`config.mk`:
```
export PLATFORM = sky130hd
export DESIGN_NAME = mbtrain_step_sequencer
export DESIGN_NICKNAME = d
export VERILOG_FILES = /design/src/rtl/mbtrain_pkg.sv /design/src/rtl/mbtrain_step_timer.sv /design/src/rtl/mbtrain_step_sequencer.sv
export SDC_FILE = /design/constraint.sdc
export NUM_CORES = 1
export LEC_CHECK = 0
export CAP_MARGIN = 15
export CORE_ASPECT_RATIO = 0.8
export CORE_MARGIN = 2
export CORE_UTILIZATION = 53
export CTS_BUF_LIST = sky130_fd_sc_hd__clkbuf_4 sky130_fd_sc_hd__clkbuf_8
export DETAILED_ROUTE_END_ITERATION = 6
export PLACE_DENSITY = 0.83
export SLEW_MARGIN = 20
export SYNTH_ARGS = -nofsm -noshare
export SYNTH_HDL_FRONTEND = slang
export SYNTH_SLANG_ARGS = --single-unit
```
`constraint.sdc`:
```
create_clock -name clk -period 2.4 [get_ports clk]
set_input_delay 0.72 -clock clk [delete_from_list [all_inputs] [get_ports clk]]
set_output_delay 0.72 -clock clk [all_outputs]
set_load 0.05 [all_outputs]
```
`src/rtl/mbtrain_pkg.sv`:
```
// Shared types and constants for the MBTRAIN step sequencer.
package mbtrain_pkg;

  typedef enum logic [2:0] {
    ST_IDLE,
    ST_SELECT,
    ST_RUN,
    ST_RELEASE,
    ST_DONE,
    ST_ERROR
  } state_t;

  // Decoded sideband message codes exchanged by the step sub-FSMs
  localparam logic [3:0] SB_START_REQ  = 4'b0001;
  localparam logic [3:0] SB_START_RESP = 4'b0010;
  localparam logic [3:0] SB_END_REQ    = 4'b0011;
  localparam logic [3:0] SB_END_RESP   = 4'b0100;

  localparam int DEFAULT_TIMEOUT_CYCLES = 8000;

endpackage

```
`src/rtl/mbtrain_step_timer.sv`:
```
// Per-step watchdog: cleared on step entry, counts while enabled,
// flags expiry once TIMEOUT_CYCLES-1 cycles have elapsed.
module mbtrain_step_timer #(
  parameter int TIMEOUT_CYCLES = 8000,
  parameter int TO_CNT_W       = 16
) (
  input  logic clk,
  input  logic rst,
  input  logic clear,
  input  logic en,
  output logic expire
);

  logic [TO_CNT_W-1:0] count;

  // Count register: clear has priority over counting
  always_ff @(posedge clk) begin
    if (rst || clear) begin
      count <= '0;
    end else if (en) begin
      count <= count + TO_CNT_W'(1);
    end
  end

  assign expire = (count == TO_CNT_W'(TIMEOUT_CYCLES - 1));

endmodule

```
`src/rtl/mbtrain_step_sequencer.sv`:
```
// Runs the MBTRAIN step sub-FSMs one at a time with a handshake on
// enable/ack, owns the sideband TX slot and watches each step for timeout.
module mbtrain_step_sequencer
  import mbtrain_pkg::*;
#(
  parameter int NUM_STEPS      = 4,
  parameter int MSG_W          = 4,
  parameter int TIMEOUT_CYCLES = DEFAULT_TIMEOUT_CYCLES,
  parameter int TO_CNT_W       = 16
) (
  input  logic                           clk,
  input  logic                           rst,
  input  logic                           i_start,
  input  logic [NUM_STEPS-1:0]           i_step_mask,
  input  logic [NUM_STEPS-1:0]           i_step_ack,
  input  logic [NUM_STEPS*MSG_W-1:0]     i_step_msg,
  input  logic [NUM_STEPS-1:0]           i_step_valid,
  output logic [NUM_STEPS-1:0]           o_step_en,
  output logic [MSG_W-1:0]               o_sb_msg,
  output logic                           o_sb_valid,
  output logic [$clog2(NUM_STEPS+1)-1:0] o_cur_step,
  output logic                           o_done,
  output logic                           o_timeout
);

  localparam int IDX_W = $clog2(NUM_STEPS + 1);

  state_t               state, state_next;
  logic [IDX_W-1:0]     idx, idx_next;
  logic [NUM_STEPS-1:0] mask_q, mask_next;
  logic [NUM_STEPS-1:0] en_next;
  logic [MSG_W-1:0]     sb_msg_next;
  logic                 sb_valid_next;
  logic                 done_next;
  logic                 timeout_next;

  logic                 timer_clear;
  logic                 timer_en;
  logic                 timer_expire;

  logic                 cur_mask;
  logic                 cur_ack;
  logic                 cur_valid;
  logic [MSG_W-1:0]     cur_msg;
  logic [NUM_STEPS-1:0] sel_onehot;
  logic                 at_end;

  mbtrain_step_timer #(
    .TIMEOUT_CYCLES (TIMEOUT_CYCLES),
    .TO_CNT_W       (TO_CNT_W)
  ) u_timer (
    .clk    (clk),
    .rst    (rst),
    .clear  (timer_clear),
    .en     (timer_en),
    .expire (timer_expire)
  );

  // Pick out the current step's mask/ack/valid/msg; everything else is ignored
  always_comb begin
    cur_mask   = 1'b0;
    cur_ack    = 1'b0;
    cur_valid  = 1'b0;
    cur_msg    = '0;
    sel_onehot = '0;
    for (int k = 0; k < NUM_STEPS; k++) begin
      if (idx == IDX_W'(k)) begin
        cur_mask      = mask_q[k];
        cur_ack       = i_step_ack[k];
        cur_valid     = i_step_valid[k];
        cur_msg       = i_step_msg[k*MSG_W +: MSG_W];
        sel_onehot[k] = 1'b1;
      end
    end
    at_end = (idx == IDX_W'(NUM_STEPS));
  end

  // Next-state and next-output logic; abort beats ack, ack beats timeout
  always_comb begin
    state_next    = state;
    idx_next      = idx;
    mask_next     = mask_q;
    en_next       = '0;
    timer_clear   = 1'b0;
    timer_en      = 1'b0;
    sb_msg_next   = '0;
    sb_valid_next = 1'b0;

    case (state)
      ST_IDLE: begin
        if (i_start) begin
          state_next = ST_SELECT;
          mask_next  = i_step_mask;
          idx_next   = '0;
        end
      end
      ST_SELECT: begin
        if (!i_start) begin
          state_next = ST_IDLE;
        end else if (at_end) begin
          state_next = ST_DONE;
        end else if (!cur_mask) begin
          idx_next = idx + IDX_W'(1);
        end else begin
          state_next  = ST_RUN;
          en_next     = sel_onehot;
          timer_clear = 1'b1;
        end
      end
      ST_RUN: begin
        if (!i_start) begin
          state_next = ST_IDLE;
        end else if (cur_ack) begin
          state_next = ST_RELEASE;
        end else if (timer_expire) begin
          state_next = ST_ERROR;
        end else begin
          en_next  = sel_onehot;
          timer_en = 1'b1;
        end
      end
      ST_RELEASE: begin
        if (!i_start) begin
          state_next = ST_IDLE;
        end else if (!cur_ack) begin
          state_next = ST_SELECT;
          idx_next   = idx + IDX_W'(1);
        end else if (timer_expire) begin
          state_next = ST_ERROR;
        end else begin
          timer_en = 1'b1;
        end
      end
      ST_DONE: begin
        if (!i_start) state_next = ST_IDLE;
      end
      ST_ERROR: begin
        if (!i_start) state_next = ST_IDLE;
      end
      default: begin
        state_next = ST_IDLE;
      end
    endcase

    if ((state == ST_RUN || state == ST_RELEASE) && i_start) begin
      sb_msg_next   = cur_msg;
      sb_valid_next = cur_valid;
    end

    done_next    = (state_next == ST_DONE);
    timeout_next = (state_next == ST_ERROR);
  end

  // State, index, latched mask and all registered outputs
  always_ff @(posedge clk) begin
    if (rst) begin
      state      <= ST_IDLE;
      idx        <= '0;
      mask_q     <= '0;
      o_step_en  <= '0;
      o_sb_msg   <= '0;
      o_sb_valid <= 1'b0;
      o_cur_step <= '0;
      o_done     <= 1'b0;
      o_timeout  <= 1'b0;
    end else begin
      state      <= state_next;
      idx        <= idx_next;
      mask_q     <= mask_next;
      o_step_en  <= en_next;
      o_sb_msg   <= sb_msg_next;
      o_sb_valid <= sb_valid_next;
      o_cur_step <= idx_next;
      o_done     <= done_next;
      o_timeout  <= timeout_next;
    end
  end

endmodule

```
==> metrics.md <==
| Metric | Value |
|---|---|
| Status | finished, final reports clean |
| Clk_lat worst skew | 0.30 ns |
| CTS max path bufs | 2 |
| H-tree Lvls | 2 |
| GR Overflow Total | 0 |
| DRC violations left | 0 |
| # diodes | 0 |
| CTS tree | done |
| Root buf cell | clkbuf_8 |
| Hold Fails Final Rpt | 0 |
| Antenna viol nets, final | 0 |
| Avg WL per Cell | 13.7 µm |
| Cell count after synthesis | 254 |
| GP Congestion | 0.849 |
| Avg Cell Area, Syn | 8.28 µm² |
| PortBufs | 44 |
| Critical R2R Launch | idx[0] |
| Synth warn | 0 |
| CP cell instances | clkdlybuf4s50_1 |
| Buf/Inv on CP | 1 |
| Hold Startpoint | mask_q[2] |
| WHS Path Cells | 2 |
| CP Launch Type | flip-flop |
| Initial DRC count | 178 |
| Rel. slew slack | 65.7% |
| Maximum VDD drop | 0.459 mV |
| Layout cells sized above 1 | 14.2% |
| Rows | 20 |
| Syn Nets | 291 |
| Reg2reg end | o_done |
| Critical Path Max Stage Delay | 0.85 ns |
| Worst EP required | 1.68 ns |
| CP Class | reg -> out |
| Via density | 5.43 |
| Die ar. | 4490 µm² |
| Final worst-path cycle share | 96.1% |
| Number of distinct library cells after synthesis | 51 |
| Number of global-route vias before repair | 1829 |
| Cell at the slowest stage of the critical path | clkdlybuf4s50_1 |
| Critical Path Source | idx[2] |
| Final Skew | 0.00781 ns |
| Least-Margin Pin Slew | 0.513 ns |
| Worst EP arrival | 1.59 ns |
| Worst setup margin | 0.0943 ns |
| First-pass GRT wire length | 8510 µm |
| Initial antenna violation count | 0 |
| Unrepaired setup endpoints after global routing | false |
| Area growth syn-to-layout | 34.4% |
| Final HPWL DP | 3970 µm |
| Slew Viols, Final | 0 |
| First drt pass iteration count | 4 |
| Synth async-reset ratio | 0% |
| Post-Route WL | 5110 µm |
| Worst R2R Path Depth | 9 |
| Reg2reg setup slack | 0.14 ns |
| CTS Buf Count | 5 |
| Critical Path Stages | 1 |
| Die W | 74.4 µm |
| Ports | 45 |
| Post_cts resized | 0 |
| Filler cells | 319 |
| Flops & latches, synth | 37 |
| Max-cap violations | 0 |
| Initial Util | 55.3% |
| Post-CTS Setup Repair Bufs | 0 |
| Pre-CTS setup slack | -0.174 ns |
| Largest net degree at the start of global routing | 17 |
| CP max FO | 6 |
| Worst Hold Class | reg -> reg |
| Hold Path End | mask_q[2] |
| P_leak | 1.07 nW |
| EDFF count, synth | 0 |
| Sequential fraction of the synthesis area | 35.2% |
| Core ar. | 3800 µm² |
| CTS sink cnt | 37 |
| CP top delay family | buffers and inverters |
| Hold_buf cts | 0 |
| Power per cell area | 444 nW/µm² |
| Final Power | 0.00126 W |
| Synth Flop Type | dfxtp_1 |
| Synthesized area | 2100 µm² |
| Crit path time final | 2.31 ns |
| FMAX | 434 MHz |
| Final Setup Violations | 0 |
| GR Util All Layers | 24.7% |
| Final nets | 354 |
| Routed via count | 2025 |
| Clk slew on worst S/H paths | 0.07 ns |
| Die Y | 60.3 µm |
| Critical Path End Type | output port |
-- power breakdown --
group	leakage (nW)	switching, W	internal (W)
clock network	0.0484	0.000219	0.000212
registers	0.299	0.00000766	0.000621
logic	0.727	0.0000920	0.000104
total	1.07	0.000319	0.000938
-- layout by cell type (no fill, tap or decap), types with 3 or more instances in the layout --
master,n
and4_1,3
a21oi_1,14
a21oi_2,3
o21ai_0,7
buf_4,22
nor3_1,9
xnor2_1,9
nor3b_1,3
mux2i_1,5
nand2_1,19
nand3_1,10
and2_1,6
inv_1,6
nand4_1,10
clkbuf_8,5
dfxtp_1,37
or2_1,3
clkdlybuf4s50_1,44
nand2b_1,6
xor2_1,4
ha_1,6
nor2_1,42
a22oi_1,6
or3_1,4
-- Yosys cell counts, types with 5 or more instances --
library cell / n / area, µm²
and2_1: 6 / 37.5
nand3_1: 10 / 50.1
a22oi_1: 6 / 45.0
dfxtp_1: 37 / 741
xnor2_1: 9 / 78.8
nand4_1: 10 / 62.6
a21oi_1: 14 / 70.1
inv_1: 6 / 22.5
nand2_1: 19 / 71.3
o21ai_0: 7 / 35.0
nor3_1: 9 / 45.0
buf_2: 6 / 30.0
mux2i_1: 5 / 50.1
nor2_1: 42 / 158
ha_1: 6 / 75.1
nand2b_1: 6 / 37.5
-- metrics by stage --
stage | instances | hold WS, ns | TNS (ns) | util (%) | cell area (µm²)
after floorplan | 254 | 0.451 | 0 | - | 2100
after global placement | 365 | 0.478 | -0.242 | 72.1 | 2740
after detailed placement | 365 | 0.485 | -0.855 | 72.1 | 2740
after CTS | 373 | 0.501 | 0 | 74.3 | 2830
after global routing | 373 | 0.523 | 0 | 74.3 | 2830
final | 373 | 0.498 | 0 | 74.3 | 2830
-- cell type report --
class | instances | area, µm² | share of cell area (%)
flip-flops and latches | 37 | 741 | 26.2
multi-input cells | 199 | 1280 | 45.3
clock inverters | 2 | 10.0 | 0.354
well taps | 55 | 68.8 | 2.43
repair buffers | 67 | 626 | 22.1
clock buffers | 6 | 76.3 | 2.70
inverters | 7 | 26.3 | 0.929
-- worst min-delay path: stages, from the launching register on --
cell and delay (ns):
dfxtp_1 0.33, mux2i_1 0.06, nor2_1 0.07
-- cell families (layout without fill, tap and decap cells) --
group,count (synthesis),in the layout,synth area share (%)
AOI/OAI and AO/OA,44,44,15.9
buffers and inverters,18,82,3.93
muxes,5,5,2.38
xor gates and xnor gates,13,13,5.41
and+or+nand+nor,130,130,33.1
DFF,37,37,35.2
adders and majority gates,7,7,4.05
-- layer usage --
metal  GRT usage, %  vias to the layer above  wire [µm]
met1           36.3                      933       2530
met5              0                        -          0
met3           5.15                        5        287
li1               -                     1026          -
met4           6.63                        0         40
met2           36.9                       61       2250
-- state kept, by name, summed over array words and instances, names as in the netlist --
signal,count
u_timer.count,16
o_sb_msg,4
o_step_en,4
mask_q,4
o_sb_valid,1
idx,3
o_done,1
o_timeout,1
state,3
-- worst max-delay path by stage --
stage,to,slack (ns)
2_1_floorplan,u_timer.count[15],0.006
3_3_place_gp,o_done,-0.07
4_1_cts,o_cur_step[2],0.08
5_1_grt,o_done,0.02
3_5_place_dp,o_done,-0.17
6_report,o_cur_step[2],0.09
(Power assumes the default switching activity.)
